### src/rtl/drop_animator.sv
// Tick-driven Connect-4 chip drop animator: walks a chip from row 0 to its landing
// row one row per divider tick, holds it there briefly, then pulses done.
module drop_animator #(
  parameter int unsigned ROWS       = 6,
  parameter int unsigned COLS       = 7,
  parameter int unsigned HOLD_TICKS = 2,
  parameter logic [1:0]  FALL_SPEED = 2'b10,
  parameter logic [1:0]  HOLD_SPEED = 2'b11
) (
  input  logic       clk,
  input  logic       reset,
  input  logic       start,
  input  logic [2:0] col,
  input  logic [2:0] land_row,
  input  logic       cancel,
  input  logic       tick,
  output logic [1:0] speed,
  output logic       busy,
  output logic       chip_vis,
  output logic [2:0] cur_row,
  output logic [2:0] cur_col,
  output logic       done,
  output logic       err
);

  localparam int unsigned HW = (HOLD_TICKS < 2) ? 1 : $clog2(HOLD_TICKS + 1);
  localparam logic [HW:0] HOLD_LAST = (HW + 1)'(HOLD_TICKS);
  localparam logic [3:0]  ROWS_L    = 4'(ROWS);
  localparam logic [3:0]  COLS_L    = 4'(COLS);

  localparam logic [2:0] S_IDLE = 3'd0;
  localparam logic [2:0] S_ARM  = 3'd1;
  localparam logic [2:0] S_FALL = 3'd2;
  localparam logic [2:0] S_HOLD = 3'd3;
  localparam logic [2:0] S_FIN  = 3'd4;

  logic [2:0]    state, state_n;
  logic [2:0]    land_q, land_n;
  logic [HW-1:0] hold_cnt, hold_n;
  logic [HW:0]   hold_inc;
  logic [2:0]    cur_row_n, cur_col_n;
  logic [1:0]    speed_n;
  logic          busy_n, chip_vis_n, done_n, err_n;
  logic          args_ok;

  assign args_ok  = ({1'b0, col} < COLS_L) && ({1'b0, land_row} < ROWS_L);
  assign hold_inc = {1'b0, hold_cnt} + (HW + 1)'(1);

  // State and all outputs registered together; outputs are a decode of the next state.
  always_ff @(posedge clk) begin
    if (reset) begin
      state    <= S_IDLE;
      land_q   <= 3'd0;
      hold_cnt <= '0;
      cur_row  <= 3'd0;
      cur_col  <= 3'd0;
      speed    <= 2'b00;
      busy     <= 1'b0;
      chip_vis <= 1'b0;
      done     <= 1'b0;
      err      <= 1'b0;
    end else begin
      state    <= state_n;
      land_q   <= land_n;
      hold_cnt <= hold_n;
      cur_row  <= cur_row_n;
      cur_col  <= cur_col_n;
      speed    <= speed_n;
      busy     <= busy_n;
      chip_vis <= chip_vis_n;
      done     <= done_n;
      err      <= err_n;
    end
  end

  always_comb begin
    state_n   = state;
    land_n    = land_q;
    hold_n    = hold_cnt;
    cur_row_n = cur_row;
    cur_col_n = cur_col;
    err_n     = 1'b0;

    if (cancel && (state != S_IDLE)) begin
      state_n   = S_IDLE;
      land_n    = 3'd0;
      hold_n    = '0;
      cur_row_n = 3'd0;
      cur_col_n = 3'd0;
    end else begin
      case (state)
        S_IDLE: begin
          // cancel still outranks start here, even though it aborts nothing
          if (start && !cancel) begin
            if (args_ok) begin
              state_n   = S_ARM;
              land_n    = land_row;
              cur_col_n = col;
              cur_row_n = 3'd0;
              hold_n    = '0;
            end else begin
              err_n = 1'b1;
            end
          end
        end
        S_ARM: begin
          if (tick) begin
            hold_n  = '0;
            state_n = (land_q == 3'd0) ? S_HOLD : S_FALL;
          end
        end
        S_FALL: begin
          if (tick) begin
            if (cur_row == land_q) begin
              state_n = S_HOLD;
              hold_n  = '0;
            end else begin
              cur_row_n = cur_row + 3'd1;
            end
          end
        end
        S_HOLD: begin
          if (HOLD_TICKS == 0) begin
            state_n = S_FIN;
          end else if (tick) begin
            hold_n = hold_inc[HW-1:0];
            if (hold_inc == HOLD_LAST) state_n = S_FIN;
          end
        end
        S_FIN:   state_n = S_IDLE;
        default: state_n = S_IDLE;
      endcase
    end

    busy_n     = (state_n == S_ARM) || (state_n == S_FALL) || (state_n == S_HOLD);
    chip_vis_n = busy_n;
    done_n     = (state_n == S_FIN);
    if (state_n == S_FALL)     speed_n = FALL_SPEED;
    else if (busy_n)           speed_n = HOLD_SPEED;
    else                       speed_n = 2'b00;
  end

endmodule
### config.mk
export PLATFORM = sky130hd
export DESIGN_NAME = drop_animator
export DESIGN_NICKNAME = d
export VERILOG_FILES = /design/src/rtl/drop_animator.sv
export SDC_FILE = /design/constraint.sdc
export NUM_CORES = 1
export LEC_CHECK = 0
export ABC_CLOCK_PERIOD_IN_PS = 4000
export CAP_MARGIN = 20
export CORE_UTILIZATION = 40
export CTS_CLUSTER_SIZE = 24
export DETAILED_ROUTE_END_ITERATION = 8
export GPL_TIMING_DRIVEN = 0
export PLACE_DENSITY_LB_ADDON = 0.05
export SKIP_CTS_REPAIR_TIMING = 1
export SYNTH_ARGS = -nofsm -noshare
export SYNTH_HDL_FRONTEND = slang
export SYNTH_SLANG_ARGS = --single-unit
### constraint.sdc
create_clock -name clk -period 4 [get_ports clk]
set_clock_uncertainty 0.2 [all_clocks]
set_input_delay 0.8 -clock clk [delete_from_list [all_inputs] [get_ports clk]]
set_output_delay 0.8 -clock clk [all_outputs]
set_load 0.05 [all_outputs]
# Word level (Yosys, flattened, before mapping)
# Index checks and enable logic that the tools add are counted.
# word_totals
register_bits	19
latch_bits	0
ram_bits	0
mem_bits_ro	0
in_bits	11
out_inout_bits	12
wordCells	74
mem_count	0
# classes
add_sub_neg	2
mul	0
div_mod_pow	0
magnitude_cmp	2
n_eq_ne	16
shifts	0
muxes	25
bitwise_logic	2
reduce_logical	17
# ops
op	count
$mux W3	12
$mux W2	8
$eq A3 B2 Y1 const B	5
$ne A2 B2 Y1 const B	7
$pmux W3 S4	1
$pmux W2 S4	1
$reduce_and A7 Y1	1
$eq A3 B1 Y1 const B	2
$logic_not A3 Y1	2
$lt A3 B3 Y1 const B	2
$pmux W3 S2	1
$reduce_and A5 Y1	1
$reduce_bool A4 Y1	1
$reduce_or A2 Y1	2
$reduce_or A4 Y1	1
$add A2 B1 Y3 const B	1
$add A3 B1 Y3 const B	1
$eq A3 B3 Y1	1
$eq A3 B3 Y1 const B	1
$logic_and A1 B1 Y1	3
$reduce_and A3 Y1	1
$reduce_bool A3 Y1	1
$logic_or A1 B1 Y1	2
$mux W1	2
other kinds (3)	4

# Depth between registers and ports, before layout
# Gate-level depths: netlist of the first run.
# logic_depth
ltp_word	11
mapped_depth	6
mapped_depth_nobuf	6

# Worst setup path before layout of the first run
# OpenSTA, ideal clock, no wires.
# synth_timing
kind	input-to-reg
start	input col[2]
end	register chip_vis
arrival_time_ps	1753
t_required_ps	3680
setup_slack_ps	1927
stages	5
n_path_buf	1
path_cell_list	a32oi_1 and3_4 buf_6 o31a_1 or2_1
# synth_via
elab_chain_cells	9
# synth_rtl
item	line	text
start: declaration	13	input logic [2:0] col,
$lt A3 B3 Y1 *	46	assign args_ok = ({1'b0, col} < COLS_L) && ({1'b0, land_row} < ROWS_L);
$logic_and A1 B1 Y1 *	46	
$mux W3 *	95	if (args_ok) begin
$mux W3 *	94	if (start && !cancel) begin
$pmux W3 S4 *	91	case (state)
$mux W3 *	84	if (cancel && (state != S_IDLE)) begin
$eq A3 B1 Y1 or $eq A3 B2 Y1 (tied branches)	135	busy_n = (state_n == S_ARM) || (state_n == S_FALL) || (state_n == S_HOLD);
$logic_or A1 B1 Y1	135	
$logic_or A1 B1 Y1 *	135	
end signal: assignment	70	chip_vis <= chip_vis_n;
end: declaration	19	output logic chip_vis,
# Every way passes the cells marked *; elsewhere a longest branch is shown, timed or not.
# A chain may end at the register's enable or synchronous reset.

# Final worst setup path of the first run
# layout_timing
start	register cur_row[0]
end	output cur_row[0]
# layout_lines
item	line	text
start: declaration	20	output logic [2:0] cur_row,
start signal: assignment	66	cur_row <= cur_row_n;
# No word-level cell between the ends.

==> impl_metrics.toml, run 1 <==
[yosys]
yosys.area_share.simple = 0.263
synthArstFlopShare = 0
yosys.area.top_type = "dfxtp_1"
synth_top_area_share = 0.409
synth-xor-area-share = 0.0376
synth_fa_ha_area_frac = 0.0269
synth.area.top_cells = "dfxtp_1, mux2i_1, xor2_1"
synthTopCellsByCount = "dfxtp_1, nor2_1, mux2i_1, nand2_1"
synth-main-ff-cell = "dfxtp_1"
syn_avg_cell_area_sq_um = 9.70
yosysUniqueCellTypes = 36
synth_seq_cells = 19
synth_cells = 96
synth_mux_area_frac = 0.0860
yosysSeqAreaShare = 0.409
synth_top_family_by_area = "simple AND/OR/NAND/NOR gates"
synthesis.nets = 109
synth_compound_area_frac = 0.120
ys.warnings.count = 0
synth_edf_count = 0
syn_area_sq_um = 931
yosysMostFrequentCell = "dfxtp_1"

[drt]
drt-met1-wl_um = 882
wl_met3_um = 69
drt-initial-drc-count = 12
top_layer = "met4"
routed_wl_um = 1850
post_drt_wl_per_cell_um = 12.3
drtPass1Iterations = 4
routed_via_density = 5.26
post-route-drc-count = 0
vias = 789
dr_wl_met2_um = 876
ant_nets = 0

[global_routing]
grt_pass1_vias = 768
grt_max_degree = 12
track_usage = 0.172
grt_pass1_wl_um = 3240
grt.overflow.total = 0
antenna_found_initial = 0

[critical_path]
start_kind = "flip-flop"
end_kind = "primary output"
r2r_start = "state[2]"
r2r_end = "chip_vis"
path_class = "reg2out"
arrival_ns = 1.56
cp_max_fo = 5
cp_cell_sequence = "clkdlybuf4s50_1"
path_buf_inv = 1
reg2reg_slack_ns = 2.18
critPathSlowestCell = "clkdlybuf4s50_1"
worst_r2r_path_depth = 4
slowest_delay_ns = 0.84
cp_data_required_time_ns = 3.00
cp_top_family = "buffers and inverters"
crit_start = "cur_row[0]"

[cts]
worstSkewPairLatency_ns = 0.29
clkTransAtPathRegs_ns = 0.11
cts-root-buf = "clkbuf_4"
htreeDepth = 1
clock_path_buffers = 2
cts.sinks = 19
cts_tree = "yes"
cts-buffers-inserted = 3

[floorplanning]
die_y_um = 50.2
io_pins = 23
initial_core_util = 0.421
die_w_um = 50.2
fp.coreArea_sq_mm = 0.00221
dieArea_sq_mm = 0.00252
num_rows = 17

[timing]
clock.fmax_mhz = 391
timing.slew.headroom = 0.663
slew_violations = 0
setup_viol_count_final = 0
finalSetupTns_ns = 0
final-hold-violation-count = 0
rsz0062_at_grt = "no"
timing.hold.ws_ns = 0.273
min_period_ns = 2.56
finalCritPeriodShare = 0.639
tightest_slew_ns = 0.504

[final_layout]
layout.nets = 136
multi_input_area_sq_um = 497
regArea_sq_um = 380
fillCellCount = 235
drive_gt1_frac = 0.107
area_growth_pct = 30.4
antenna_cells = 0

[hold_path]
hold_depth = 2
hold_end = "hold_cnt[1]"
hp-start = "hold_cnt[1]"
hold_class = "reg2reg"

[placement]
dp_hpwl_um = 1420
portBuffers = 22
place_congestion = 0.801

[power]
peakVddDrop_v = 0.000183
power.leakage_nw = 0.484
power_density_mw_per_mm2 = 314

[run]
cap_violations = 0

[run_status]
status = "complete, no violations"
[worst max-delay path by stage]
stage | end | slack [ns] | depth (start not counted)
finish | cur_row[0] | 1.44 | 1
floorplan | chip_vis | 1.93 | 5
global route | cur_row[0] | 1.39 | 1
CTS | cur_row[0] | 1.42 | 1
global placement | chip_vis | 1.29 | 6
detailed placement | chip_vis | 1.32 | 6
[where the power goes]
group / internal, W / leakage (nW) / switching [W]
logic: 0.0000380 / 0.312 / 0.0000463
registers: 0.000196 / 0.154 / 0.00000380
clock network: 0.0000372 / 0.0177 / 0.0000601
[cells in the final DEF (no fill, tap or decap), types with 2 or more instances in the layout]
cell type / instances
or3_1: 2
mux2i_1: 8
nand2_1: 8
nor3_1: 4
o22ai_1: 2
or2_1: 2
xor2_1: 4
buf_6: 3
clkbuf_4: 3
nand2b_1: 2
o21ai_0: 2
ha_1: 2
inv_1: 2
a21oi_1: 2
o31a_1: 2
dfxtp_1: 19
clkdlybuf4s50_1: 22
nor2_1: 9
nor2b_1: 4
[routing by layer]
| layer | up-vias | global-route usage |
|---|---|---|
| met4 | 0 | 0.0857 |
| met2 | 15 | 0.289 |
| met3 | 2 | 0.0455 |
| met5 | - | 0 |
| met1 | 372 | 0.199 |
| li1 | 400 | - |
[kinds of logic (layout without fill, tap and decap cells)]
family / count (synthesis) / count (layout)
AND/OR/NAND/NOR: 41 / 41
flip-flops: 19 / 19
AO/OA/AOI/OAI: 15 / 15
multiplexers: 8 / 8
buffers and inverters: 7 / 33
XOR/XNOR: 4 / 4
adder cells (fa/ha/maj): 2 / 2
[worst register-to-register path: stages, from the launching register on]
cell and delay [ns]:
dfxtp_1 0.51, and4bb_1 0.31, nor4b_4 0.15, o31a_1 0.32, or2_1 0.23
[final cells by class]
type,count,area share
plain buffers,5,0.0381
clock buffers,3,0.0186
clock inverters,1,0.00412
inverters,2,0.00619
multi-input cells,70,0.409
flip-flops and latches,19,0.313
well taps,28,0.0289
repair buffers,22,0.181
[registers in the layout (all words and copies together), names as in the netlist]
register	count
done	1
chip_vis	1
speed	2
hold_cnt	2
cur_col	3
cur_row	3
state	3
err	1
land_q	3
[metrics by stage]
step           setup WS (ns)  utilization  instances  total power, W  cell area, sq um
2_1_floorplan           1.93            -         96        0.000259               931
3_3_place_gp            1.29        0.536        146        0.000288              1190
3_5_place_dp            1.32        0.536        146        0.000288              1190
4_1_cts                 1.42        0.549        150        0.000387              1210
5_1_grt                 1.39        0.549        150        0.000399              1210
6_report                1.44        0.549        150        0.000381              1210
Note: power is estimated with default switching activity, not from simulation.
==> run 2, diff against run 1 <==
Settings changed: ABC_CLOCK_PERIOD_IN_PS 4000 to 2100.
Clock period 4 ns to 2.1 ns, I/O delays scaled along.
==> run 2 against run 1 <==
Utilization up 0.68 points. Sequential power up 90%. Cell count unchanged. Cell area up 1.2%. Critical path depth unchanged. Power up 90%. Sequential cell count unchanged. Largest cell class unchanged. Largest power group unchanged. Highest routed layer unchanged.
==> impl_metrics.toml, run 2 (same netlist as run 1, synthesis figures left out) <==
[global_routing]
grt_pass1_vias = 768
track_usage = 0.172
top_usage_layer = "met2"
grt_pass1_wl_um = 3240
grt_max_degree = 12
grt.overflow.total = 0
grt.met3_usage = 0.0455
grt_util_met1 = 0.199
grt_util_met2 = 0.289
antenna_found_initial = 0

[timing]
slew_violations = 0
timing.hold.ws_ns = 0.273
timing.slew.headroom = 0.657
final-hold-violation-count = 0
clock.fmax_mhz = 488
rsz0062_at_grt = "no"
tightest_slew_ns = 0.514
finalSetupTns_ns = 0
min_period_ns = 2.05
layout_setup_ws_ns = 0.0527
finalCritPeriodShare = 0.975
setup_viol_count_final = 0

[critical_path]
start_kind = "flip-flop"
arrival_ns = 1.43
r2r_end = "chip_vis"
reg2reg_slack_ns = 0.28
r2r_start = "state[2]"
worst_r2r_path_depth = 4
cp_max_fo = 2
path_class = "reg2out"
cp_top_family = "buffers and inverters"
critPathSlowestCell = "clkdlybuf4s50_1"
path_buf_inv = 1
slowest_delay_ns = 0.80
end_kind = "primary output"
cp_data_required_time_ns = 1.48
cp_cell_sequence = "clkdlybuf4s50_1"
crit_start = "cur_col[0]"

[power]
power_density_mw_per_mm2 = 591
seq_power_share = 0.524
peakVddDrop_v = 0.000348
swShare = 0.289
p_comb_frac = 0.221
power.leakage_nw = 0.592
internal_power_w = 0.000516
power.switching_w = 0.000210
clkPwrFrac = 0.255

[cts]
worstSkewPairLatency_ns = 0.29
cts.sinks = 19
cts_tree = "yes"
cts-root-buf = "clkbuf_4"
clock_path_buffers = 2
htreeDepth = 1
clkTransAtPathRegs_ns = 0.11
cts-buffers-inserted = 3

[drt]
routed_via_density = 5.26
post_drt_wl_per_cell_um = 12.3
ant_nets = 0
routed_wl_um = 1850
drt-initial-drc-count = 12
post-route-drc-count = 0
vias = 789
drtPass1Iterations = 4

[final_layout]
drive_gt1_frac = 0.107
layout.nets = 136
utilization = 0.555
final_cell_mix = "dfxtp_1, clkdlybuf4s50_1, nor2_1, mux2i_1, nand2_1"
postLayoutCellArea_sq_mm = 0.00123
antenna_cells = 0
area_growth_pct = 32.0
final_common_cell = "dfxtp_1"
fillCellCount = 233

[hold_path]
hold_depth = 2
hp-start = "hold_cnt[1]"
hold_end = "hold_cnt[1]"
hold_class = "reg2reg"

[floorplanning]
initial_core_util = 0.421
fp.coreArea_sq_mm = 0.00221
num_rows = 17
io_pins = 23
dieArea_sq_mm = 0.00252
die_y_um = 50.2
die_w_um = 50.2

[run_status]
status = "complete, no violations"

[placement]
portBuffers = 22
dp_slack_ns = -0.196
dp_hpwl_um = 1420
placed_area_sq_mm = 0.00119
place_congestion = 0.801

[run]
cap_violations = 0
run 2: worst max-delay path by stage:
stage          slack (ns)         end  cells past startpoint
2_1_floorplan        0.14    chip_vis                      4
4_1_cts              -0.1  cur_row[0]                      1
5_1_grt             0.004    speed[0]                      1
3_3_place_gp        -0.23    chip_vis                      6
3_5_place_dp        -0.20    chip_vis                      6
6_report             0.05  cur_col[0]                      1
run 2: per-layer routing:
layer,up-vias,wire length (um)
li1,400,-
met1,370,876
met2,17,879
met3,2,77
met4,0,16
met5,-,0
run 2: stage by stage:
step                      power [W]  instances
after floorplan            0.000494         96
after detailed placement   0.000550        146
after CTS                  0.000736        150
final                      0.000726        150
after global placement     0.000549        146
after global routing       0.000760        150
run 2: power groups by stage:
stage / clock network, W / logic (W) / registers (W)
floorplan: 0 / 0.0000767 / 0.000417
global placement: 0 / 0.000160 / 0.000388
detailed placement: 0 / 0.000161 / 0.000389
CTS: 0.000194 / 0.000162 / 0.000381
global route: 0.000206 / 0.000172 / 0.000382
finish: 0.000185 / 0.000160 / 0.000380
run 2: area by class of cell:
class | instances | area, sq um | share of cell area
buffer | 5 | 46.3 | 0.0377
clock inverter | 1 | 5.00 | 0.00407
timing repair buffer | 22 | 235 | 0.191
multi-input combinational | 70 | 497 | 0.404
sequential | 19 | 380 | 0.310
tap | 28 | 35.0 | 0.0285
inverter | 2 | 7.51 | 0.00611
clock buffer | 3 | 22.5 | 0.0183
==> run 3, diff against run 2 <==
Settings changed: PLACE_DENSITY set to 0.79, PLACE_DENSITY_LB_ADDON 0.05 to unset.
==> run 3 against run 2 <==
Clock-buffer cell count is the same. Cell count is the same. Sequential cell count is the same. Sequential share of layout area shrank 0.13 points. Register-to-register slack is essentially flat. Cell area grew 0.41%. Critical path type unchanged. Maximum frequency grew 0.31%. Non-clock buffer count is the same.
==> impl_metrics.toml, run 3 (same netlist as run 1, synthesis figures left out) <==
[critical_path]
critPathSlowestCell = "clkdlybuf4s50_1"
cp_cell_sequence = "clkdlybuf4s50_1"
cp_data_required_time_ns = 1.48
path_class = "reg2out"
arrival_ns = 1.42
cp_max_fo = 1
worst_r2r_path_depth = 6
r2r_start = "state[0]"
crit_end = "speed[0]"
r2r_end = "hold_cnt[1]"
path_buf_inv = 1
cp_top_family = "buffers and inverters"
crit_start = "speed[0]"
slowest_delay_ns = 0.79
end_kind = "primary output"
start_kind = "flip-flop"
crit_cells = 1
reg2reg_slack_ns = 0.28

[drt]
drt-initial-drc-count = 13
post_drt_wl_per_cell_um = 12.3
routed_wl_um = 1850
top_layer = "met4"
vias = 797
post-route-drc-count = 0
drtPass1Iterations = 4
dr_wl_met2_um = 881
ant_nets = 0
routed_via_density = 5.31
wl_met3_um = 119
drt-met1-wl_um = 831

[placement]
place_congestion = 0.802
dp_slack_ns = -0.219
portBuffers = 22
dp_hpwl_um = 1430

[final_layout]
final_cell_mix = "dfxtp_1, clkdlybuf4s50_1, nor2_1"
layout.nets = 136
drive_gt1_frac = 0.107
utilization = 0.558
area_growth_pct = 32.5
final_common_cell = "dfxtp_1"
antenna_cells = 0

[global_routing]
grt_pass1_vias = 712
track_usage = 0.163
grt.overflow.total = 0
grt_pass1_wl_um = 3070
grt_max_degree = 12
antenna_found_initial = 0

[floorplanning]
io_pins = 23
die_y_um = 50.2
initial_core_util = 0.421
dieArea_sq_mm = 0.00252
die_w_um = 50.2
fp.coreArea_sq_mm = 0.00221
num_rows = 17

[power]
power_density_mw_per_mm2 = 592
peakVddDrop_v = 0.000312
p_total_w = 0.000730
power.leakage_nw = 0.626

[timing]
timing.slew.headroom = 0.661
layout_setup_ws_ns = 0.0590
slew_violations = 0
rsz0062_at_grt = "no"
clock.fmax_mhz = 490
tightest_slew_ns = 0.507
finalCritPeriodShare = 0.972
setup_viol_count_final = 0
final-hold-violation-count = 0
min_period_ns = 2.04

[hold_path]
hold_class = "reg2reg"

[cts]
cts.sinks = 19
worstSkewPairLatency_ns = 0.30
clock_path_buffers = 2
cts-root-buf = "clkbuf_4"
cts-buffers-inserted = 3
clkTransAtPathRegs_ns = 0.12
htreeDepth = 1
cts_tree = "yes"

[run]
cap_violations = 0

[run_status]
status = "complete, no violations"
==> run 3: worst min-delay path by stage <==
stage	from	end	slack (ns)	cells after the start
floorplan	hold_cnt[1]	hold_cnt[1]	0.24	2
global placement	hold_cnt[1]	hold_cnt[1]	0.25	2
detailed placement	hold_cnt[1]	hold_cnt[1]	0.27	2
CTS	hold_cnt[1]	hold_cnt[1]	0.29	2
global route	hold_cnt[1]	hold_cnt[1]	0.30	2
finish	hold_cnt[1]	hold_cnt[1]	0.28	2
==> run 3: layer usage <==
metal | track usage | vias to the layer above
met4 | 0.0714 | 0
met3 | 0.0394 | 2
met5 | 0 | -
li1 | - | 396
met1 | 0.186 | 367
met2 | 0.282 | 32
==> run 3: final cells by class <==
| cell class | count | area (sq um) |
|---|---|---|
| inverter | 2 | 7.51 |
| multi-input combinational | 70 | 497 |
| timing repair buffer | 22 | 240 |
| fill | 206 | 978 |
| buffer | 5 | 46.3 |
| tap | 28 | 35.0 |
| sequential | 19 | 380 |
| clock buffer | 3 | 22.5 |
| clock inverter | 1 | 5.00 |
==> run 3: worst reg2reg max path, cell delays in order, from the launching register on <==
cell and delay, ns:
dfxtp_1 0.36, buf_6 0.15, o31ai_2 0.27, nand2b_1 0.13, buf_6 0.16, or3_1 0.35, mux2i_1 0.13
==> run 3: power breakdown <==
part	internal (W)	switching, W
clock	0.0000710	0.000118
sequential	0.000373	0.00000734
combinational	0.0000717	0.0000891
==> run 3: through the flow <==
step | std cells | hold slack [ns] | area [sq um] | setup TNS (ns)
detailed placement | 146 | 0.270 | 1190 | -0.898
floorplan | 96 | 0.238 | 931 | 0
CTS | 150 | 0.288 | 1210 | -0.303
finish | 150 | 0.283 | 1230 | 0
global placement | 146 | 0.247 | 1190 | -0.728
global route | 150 | 0.303 | 1230 | 0
